File: config.mk
export PLATFORM = sky130hd
export DESIGN_NAME = servant_wb_rr_arbiter
export DESIGN_NICKNAME = d
export VERILOG_FILES = /design/src/rtl/servant_wb_rr_arbiter.sv
export SDC_FILE = /design/constraint.sdc
export NUM_CORES = 1
export LEC_CHECK = 0
export BUFFER_PORTS_ARGS = -buffer_cell sky130_fd_sc_hd__buf_4
export CAP_MARGIN = 5
export CELL_PAD_IN_SITES_DETAIL_PLACEMENT = 1
export CELL_PAD_IN_SITES_GLOBAL_PLACEMENT = 2
export CORE_MARGIN = 2
export CORE_UTILIZATION = 10
export DETAILED_ROUTE_END_ITERATION = 12
export PLACE_DENSITY = 0.89
export SYNTH_ARGS = -nofsm -noshare
export SYNTH_HDL_FRONTEND = slang
export SYNTH_SLANG_ARGS = --single-unit
File: constraint.sdc
create_clock -name wb_clk -period 2.2 [get_ports wb_clk]
set_input_delay 0 -clock wb_clk [delete_from_list [all_inputs] [get_ports wb_clk]]
set_output_delay 0 -clock wb_clk [all_outputs]
set_load 0.05 [all_outputs]
File: src/rtl/servant_wb_rr_arbiter.sv
// Round-robin Wishbone arbiter sharing one RAM port between SERV ibus and dbus.
// Optional ack timeout is enabled with the ARB_TIMEOUT_EN macro.
module servant_wb_rr_arbiter #(
    parameter int          AW             = 32,
    parameter int          TIMEOUT_CYCLES = 255,
    parameter logic [31:0] ERR_DATA       = 32'hDEADBEEF
) (
    input  logic          wb_clk,
    input  logic          wb_rst,
    input  logic [AW-1:0] i_wb_ibus_adr,
    input  logic          i_wb_ibus_cyc,
    output logic [31:0]   o_wb_ibus_rdt,
    output logic          o_wb_ibus_ack,
    input  logic [AW-1:0] i_wb_dbus_adr,
    input  logic [31:0]   i_wb_dbus_dat,
    input  logic [3:0]    i_wb_dbus_sel,
    input  logic          i_wb_dbus_we,
    input  logic          i_wb_dbus_cyc,
    output logic [31:0]   o_wb_dbus_rdt,
    output logic          o_wb_dbus_ack,
    output logic [AW-1:0] o_wb_mem_adr,
    output logic [31:0]   o_wb_mem_dat,
    output logic [3:0]    o_wb_mem_sel,
    output logic          o_wb_mem_we,
    output logic          o_wb_mem_cyc,
    input  logic [31:0]   i_wb_mem_rdt,
    input  logic          i_wb_mem_ack,
    output logic          o_timeout
);

    typedef enum logic [1:0] {
        IDLE  = 2'd0,
        GNT_I = 2'd1,
        GNT_D = 2'd2
    } state_t;

    state_t r_state;
    logic   r_last_dbus;
    logic   w_gnt_i;
    logic   w_gnt_d;
    logic   w_cyc;
    logic   w_ack;
    logic   w_timeout;

    // Reset masks the grant immediately so nothing leaks out while wb_rst is high.
    assign w_gnt_i = (r_state == GNT_I) && !wb_rst;
    assign w_gnt_d = (r_state == GNT_D) && !wb_rst;
    assign w_cyc   = (w_gnt_i && i_wb_ibus_cyc) || (w_gnt_d && i_wb_dbus_cyc);
    assign w_ack   = w_cyc && i_wb_mem_ack;

`ifdef ARB_TIMEOUT_EN
    localparam int CW = $clog2(TIMEOUT_CYCLES + 1);

    logic [CW-1:0] r_cnt;
    logic          r_timeout;

    // A real ack in the same cycle wins over the forced completion.
    assign w_timeout = w_cyc && !i_wb_mem_ack && (r_cnt == CW'(TIMEOUT_CYCLES));
    assign o_timeout = r_timeout;

    always_ff @(posedge wb_clk) begin
        if (wb_rst) begin
            r_cnt     <= '0;
            r_timeout <= 1'b0;
        end else begin
            if (r_state == IDLE)
                r_cnt <= '0;
            else if (!i_wb_mem_ack)
                r_cnt <= r_cnt + 1'b1;
            if (w_timeout)
                r_timeout <= 1'b1;
        end
    end
`else
    assign w_timeout = 1'b0;
    assign o_timeout = 1'b0;
`endif

    assign o_wb_mem_cyc = w_cyc && !w_timeout;
    assign o_wb_mem_adr = w_gnt_i ? i_wb_ibus_adr : (w_gnt_d ? i_wb_dbus_adr : '0);
    assign o_wb_mem_dat = w_gnt_d ? i_wb_dbus_dat : 32'h0;
    assign o_wb_mem_sel = w_gnt_i ? 4'hF : (w_gnt_d ? i_wb_dbus_sel : 4'h0);
    assign o_wb_mem_we  = w_gnt_d && i_wb_dbus_we;

    assign o_wb_ibus_ack = w_gnt_i && (w_ack || w_timeout);
    assign o_wb_dbus_ack = w_gnt_d && (w_ack || w_timeout);
    assign o_wb_ibus_rdt = (w_gnt_i && w_timeout) ? ERR_DATA : i_wb_mem_rdt;
    assign o_wb_dbus_rdt = (w_gnt_d && w_timeout) ? ERR_DATA : i_wb_mem_rdt;

    always_ff @(posedge wb_clk) begin
        if (wb_rst) begin
            r_state     <= IDLE;
            r_last_dbus <= 1'b1;
        end else begin
            case (r_state)
                IDLE: begin
                    if (i_wb_ibus_cyc && (!i_wb_dbus_cyc || r_last_dbus))
                        r_state <= GNT_I;
                    else if (i_wb_dbus_cyc)
                        r_state <= GNT_D;
                end
                GNT_I: begin
                    // Completion, abort or timeout all release the port.
                    if (!i_wb_ibus_cyc || w_ack || w_timeout) begin
                        r_state     <= IDLE;
                        r_last_dbus <= 1'b0;
                    end
                end
                GNT_D: begin
                    if (!i_wb_dbus_cyc || w_ack || w_timeout) begin
                        r_state     <= IDLE;
                        r_last_dbus <= 1'b1;
                    end
                end
                default: r_state <= IDLE;
            endcase
        end
    end

endmodule

# Yosys cells after proc, flatten, opt, wreduce, memory -nomap -nowiden

Cells that the tools add are included.

Output and inout port bits: 137
Latch bits: 0
Register bits: 3
Memory bits (writable): 0
Memories: 0
Memory bits (read-only): 0

Order comparisons: 0
Mux-type cells: 13
Equality and inequality tests: 5
Bitwise logic cells: 0
Shift-type cells: 0
Reductions and logical operators: 20
Multipliers: 0
Div/mod/pow operators: 0
Add/subtract/negate cells: 0

Operators with widths:

| kind                                          | count |
|---|---|
| two-way mux 32 bit                            | 3 |
| logical AND 1 bit                             | 9 |
| two-way mux 2 bit                             | 4 |
| two-way mux 4 bit                             | 2 |
| one-hot mux 2 bit (3 select lines)            | 1 |
| AND reduction 3 bit                           | 2 |
| logical OR 1 bit                              | 4 |
| != test 2 x 1 -> 1 bit, second input constant | 2 |
| logical NOT 1 bit                             | 3 |
| != test 3 bit, second input constant          | 1 |
| == test 2 x 1 -> 1 bit, second input constant | 1 |
| == test 2 bit, second input constant          | 1 |
| logical NOT 2 bit                             | 1 |
| two-way mux 1 bit                             | 2 |
| one-hot mux 1 bit (2 select lines)            | 1 |
| nonzero test 2 bit                            | 1 |

# Longest topological paths before layout

Word-level depth: 8
Depth in mapped cells: 7

# Worst setup path after synthesis

No wires, ideal clock.

Path type: reg-to-output
Start: reg r_state[1]
End: out o_wb_ibus_ack
Stages on the path, launching flop included: 8
Arrival: 1,750 ps
Path buffers: 2
Slack: 450 ps
Cell sequence: dfxtp_1 inv_1 ha_1 nor2b_1 buf_2 buf_4 nand2_1 nor2_1

Word-level cells in the longest chain between the ends: 6

Ends and longest elaborated chain:

| item                                                           | RTL line | text |
|---|---|---|
| start: declaration                                             | 37       | `state_t r_state;` |
| start signal: assignment                                       | 92       | `r_state <= IDLE;` |
| start signal: assignment                                       | 98       | `r_state <= GNT_I;` |
| start signal: assignment                                       | 100      | `r_state <= GNT_D;` |
| == test 2 x 1 -> 1 bit / == test 2 bit (equally long branches) | 46, 47   |  |
| logical AND 1 bit (on tied branches)                           | 46, 47   |  |
| logical AND 1 bit                                              | 48       | `assign w_cyc = (w_gnt_i && i_wb_ibus_cyc) \|\| (w_gnt_d && i_wb_dbus_cyc);` |
| logical OR 1 bit                                               | 48       |  |
| logical AND 1 bit                                              | 49       | `assign w_ack = w_cyc && i_wb_mem_ack;` |
| logical AND 1 bit *                                            | 85       | `assign o_wb_ibus_ack = w_gnt_i && (w_ack \|\| w_timeout);` |
| end: declaration                                               | 13       | `output logic o_wb_ibus_ack,` |

Every way passes the cells marked *; elsewhere a longest branch is shown, timed or not.

# Worst setup path in the final report

Start: reg r_state[0]
End: out o_wb_mem_adr[16]

Word-level cells in the longest chain between the ends: 4

Ends and longest elaborated chain:

| item                 | RTL line | text |
|---|---|---|
| == test 2 bit        | 47       | `assign w_gnt_d = (r_state == GNT_D) && !wb_rst;` |
| logical AND 1 bit    | 47       |  |
| two-way mux 32 bit   | 80       | `assign o_wb_mem_adr = w_gnt_i ? i_wb_ibus_adr : (w_gnt_d ? i_wb_dbus_adr : '0);` |
| two-way mux 32 bit * | 80       |  |
| end: declaration     | 21       | `output logic [AW-1:0] o_wb_mem_adr,` |

Marked as above.

==> results.cfg <==
[run]
drv_cap = 0

[synthesis]
synth_edf_count = 0
synth_top_area_cell = buf_4
syn_area_um2 = 1388
synth_cells = 183
yosysSeqAreaShare_pct = 4.328
synth_top_family_by_area = buffers and inverters
yosys_warnings = 0
synthXorXnorAreaFrac_pct = 0
ys_types = 27
synth_area_leaders = buf_4 36%, a22o_1 20%, and2_1 15%
synth_fp_nets = 324
synth-simple-area-share_pct = 21.28
synth_mux_area_share_pct = 0.7214
synth_commonest_cells = 66 x buf_4, 33 x and2_1, 32 x a22o_1, 6 x buf_2, 6 x nor2_1
yosysTopAreaCellShare_pct = 35.71
ys_async_sr_fraction_pct = 0
ys.flop_type = dfxtp_1
synthAdderAreaFrac_pct = 2.705
synth-seq-cells = 3
synth-compound-area-share_pct = 27.41
synth.most_common_cell = buf_4
syn_avg_cell_area_um2 = 7.582

[placement]
numPlacedInstances = 465
placed_area_um2 = 2394
globalplace.congestion = 0.7900
port_buffers = 177
hpwl_um = 5484

[worst_setup_path]
start_kind = flip-flop
path_class = reg -> out
critPathArrivalTime_ns = 1.97
r2r_cells = 5
reg2reg_to = r_state[1]
path_max_fanout = 32
required_ns = 2.20
rrSetupSlack_ns = 0.74
rr_startpoint = r_state[0]
cp-end-kind = output port

[route]
via_per_inst = 3.443
ant_nets = 0
wl_um = 6385
route.vias.total = 1615
drc = 0
first_iter_violations = 49
drt_pass1_iterations = 4
wl_per_cell_um = 13.61

[clocking]
clock_latency_ns = 0.22
cts-resized-gates = 0
cts.clk_slew.worst_paths_ns = 0.03
cts.sinks = 3
cts_tree = yes
cts_setup_buffers = 0
cts_buffers = 3
clockRootBuffer = clkbuf_16
h-tree-depth = 1
cts_buffer_depth = 2
cts_hold_buffers = 0

[sta]
skew_ns = 0.0004780
rsz0062_at_grt = false
final_hold_viol_count = 0
post-route-period-util_pct = 89.43
final_max_slew_viol_count = 0
fmax_mhz = 508.3
finalSetupTns_ns = 0
fin_crit_ns = 1.967
setup_viol = 0

[pwr]
power_density_nw_per_um2 = 454.5
peakVddDrop_mv = 0.4791
p_total_uw = 1124
p_leak_uw = 0.001320

[die]
rows = 43
die-area_um2 = 14830
pin_count = 275
die_h_um = 121.8
initial_core_util_pct = 10.11
core_um2 = 13720
die_w_um = 121.8

[global_route]
grt_pass1_wl_um = 9066
grt_max_degree = 39
antenna_found_initial = 0
track_usage_pct = 7.742
grt_pass1_vias = 1583
grt.overflow.total = 0

[worst_hold_path]
hold_end = o_wb_ibus_rdt[11]
hold_depth = 0
hp-start = i_wb_mem_rdt[11]
hold_class = in -> out

[layout]
final-instance-count-excl-fill = 469
area_delta_synth_final_pct = 78.18
final_nets = 431
stdcell_area_um2 = 2472
final_layout_size_suffix_gt1_share_pct = 65.05
antenna_cells = 0

[run_status]
outcome = finished, final reports clean
-- cells in the final DEF, fill, tap and decap left out, drive strengths merged --
cell type / n
a2bb2oi: 1
o21ai: 3
a22o: 32
a21oi: 2
nor2b: 4
and2: 33
or2: 1
nor2: 6
conb: 1
and2b: 1
clkbuf: 4
mux2i: 1
a221oi: 1
a22oi: 1
nand2: 2
dfxtp: 3
a21o: 4
or4b: 1
buf: 180
o32ai: 1
ha: 3
inv: 4
-- through the flow --
stage          setup WS (ns)  utilization, %  hold WS [ns]
2_1_floorplan         0.4496               -        0.1671
3_3_place_gp          0.5125           17.45     0.0005259
3_5_place_dp          0.4725           17.45     0.0005259
4_1_cts               0.2244           18.02     0.0005259
5_1_grt               0.1051           18.02     0.0001045
6_report              0.2326           18.02    0.00001285
-- layer usage --
| metal | part of all wire [%] | GRT usage, % | vias up |
|---|---|---|---|
| li1 | - | - | 764 |
| met1 | 43 | 10.87 | 764 |
| met2 | 49 | 11.98 | 78 |
| met3 | 7.0 | 1.685 | 9 |
| met4 | 0.67 | 1.940 | 0 |
| met5 | 0 | 0 | - |
-- critical path: stages, from the launching register on --
cell     delay, ns
dfxtp_1       0.31
inv_1         0.10
ha_1          0.25
nor2b_2       0.18
and2b_1       0.13
buf_4         0.31
a22o_1        0.24
buf_4         0.21
-- final cells by class --
class                      count  area (um^2)
clock buffer                   4        78.83
inverter                       4        15.01
sequential                     3        60.06
timing repair buffer         180         1364
multi-input combinational     98        729.5
fill                        1670        11250
tap                          180        225.2
-- state kept, by name, indices dropped and copies added (netlist names) --
signal / flops
r_state: 2
r_last_dbus: 1
-- how the worst max path moves through the flow --
stage | start | endpoint | slack [ns]
2_1_floorplan | r_state[1] | o_wb_ibus_ack | 0.45
3_3_place_gp | r_state[0] | o_wb_mem_adr[16] | 0.51
3_5_place_dp | r_state[0] | o_wb_mem_adr[14] | 0.47
4_1_cts | r_state[0] | o_wb_mem_adr[14] | 0.22
5_1_grt | r_state[0] | o_wb_mem_adr[16] | 0.11
6_report | r_state[0] | o_wb_mem_adr[16] | 0.23
-- logic make-up after synthesis --
family          Yosys count
other cells               1
compound gates           45
fa+ha+maj                 3
buf+inv                  82
mux                       1
flops                     3
simple gates             48
-- power breakdown --
part           switching [uW]  internal [uW]
sequential               7.81           65.1
combinational             454            308
clock                    50.2            239
Note: power is estimated with default switching activity, not from simulation.
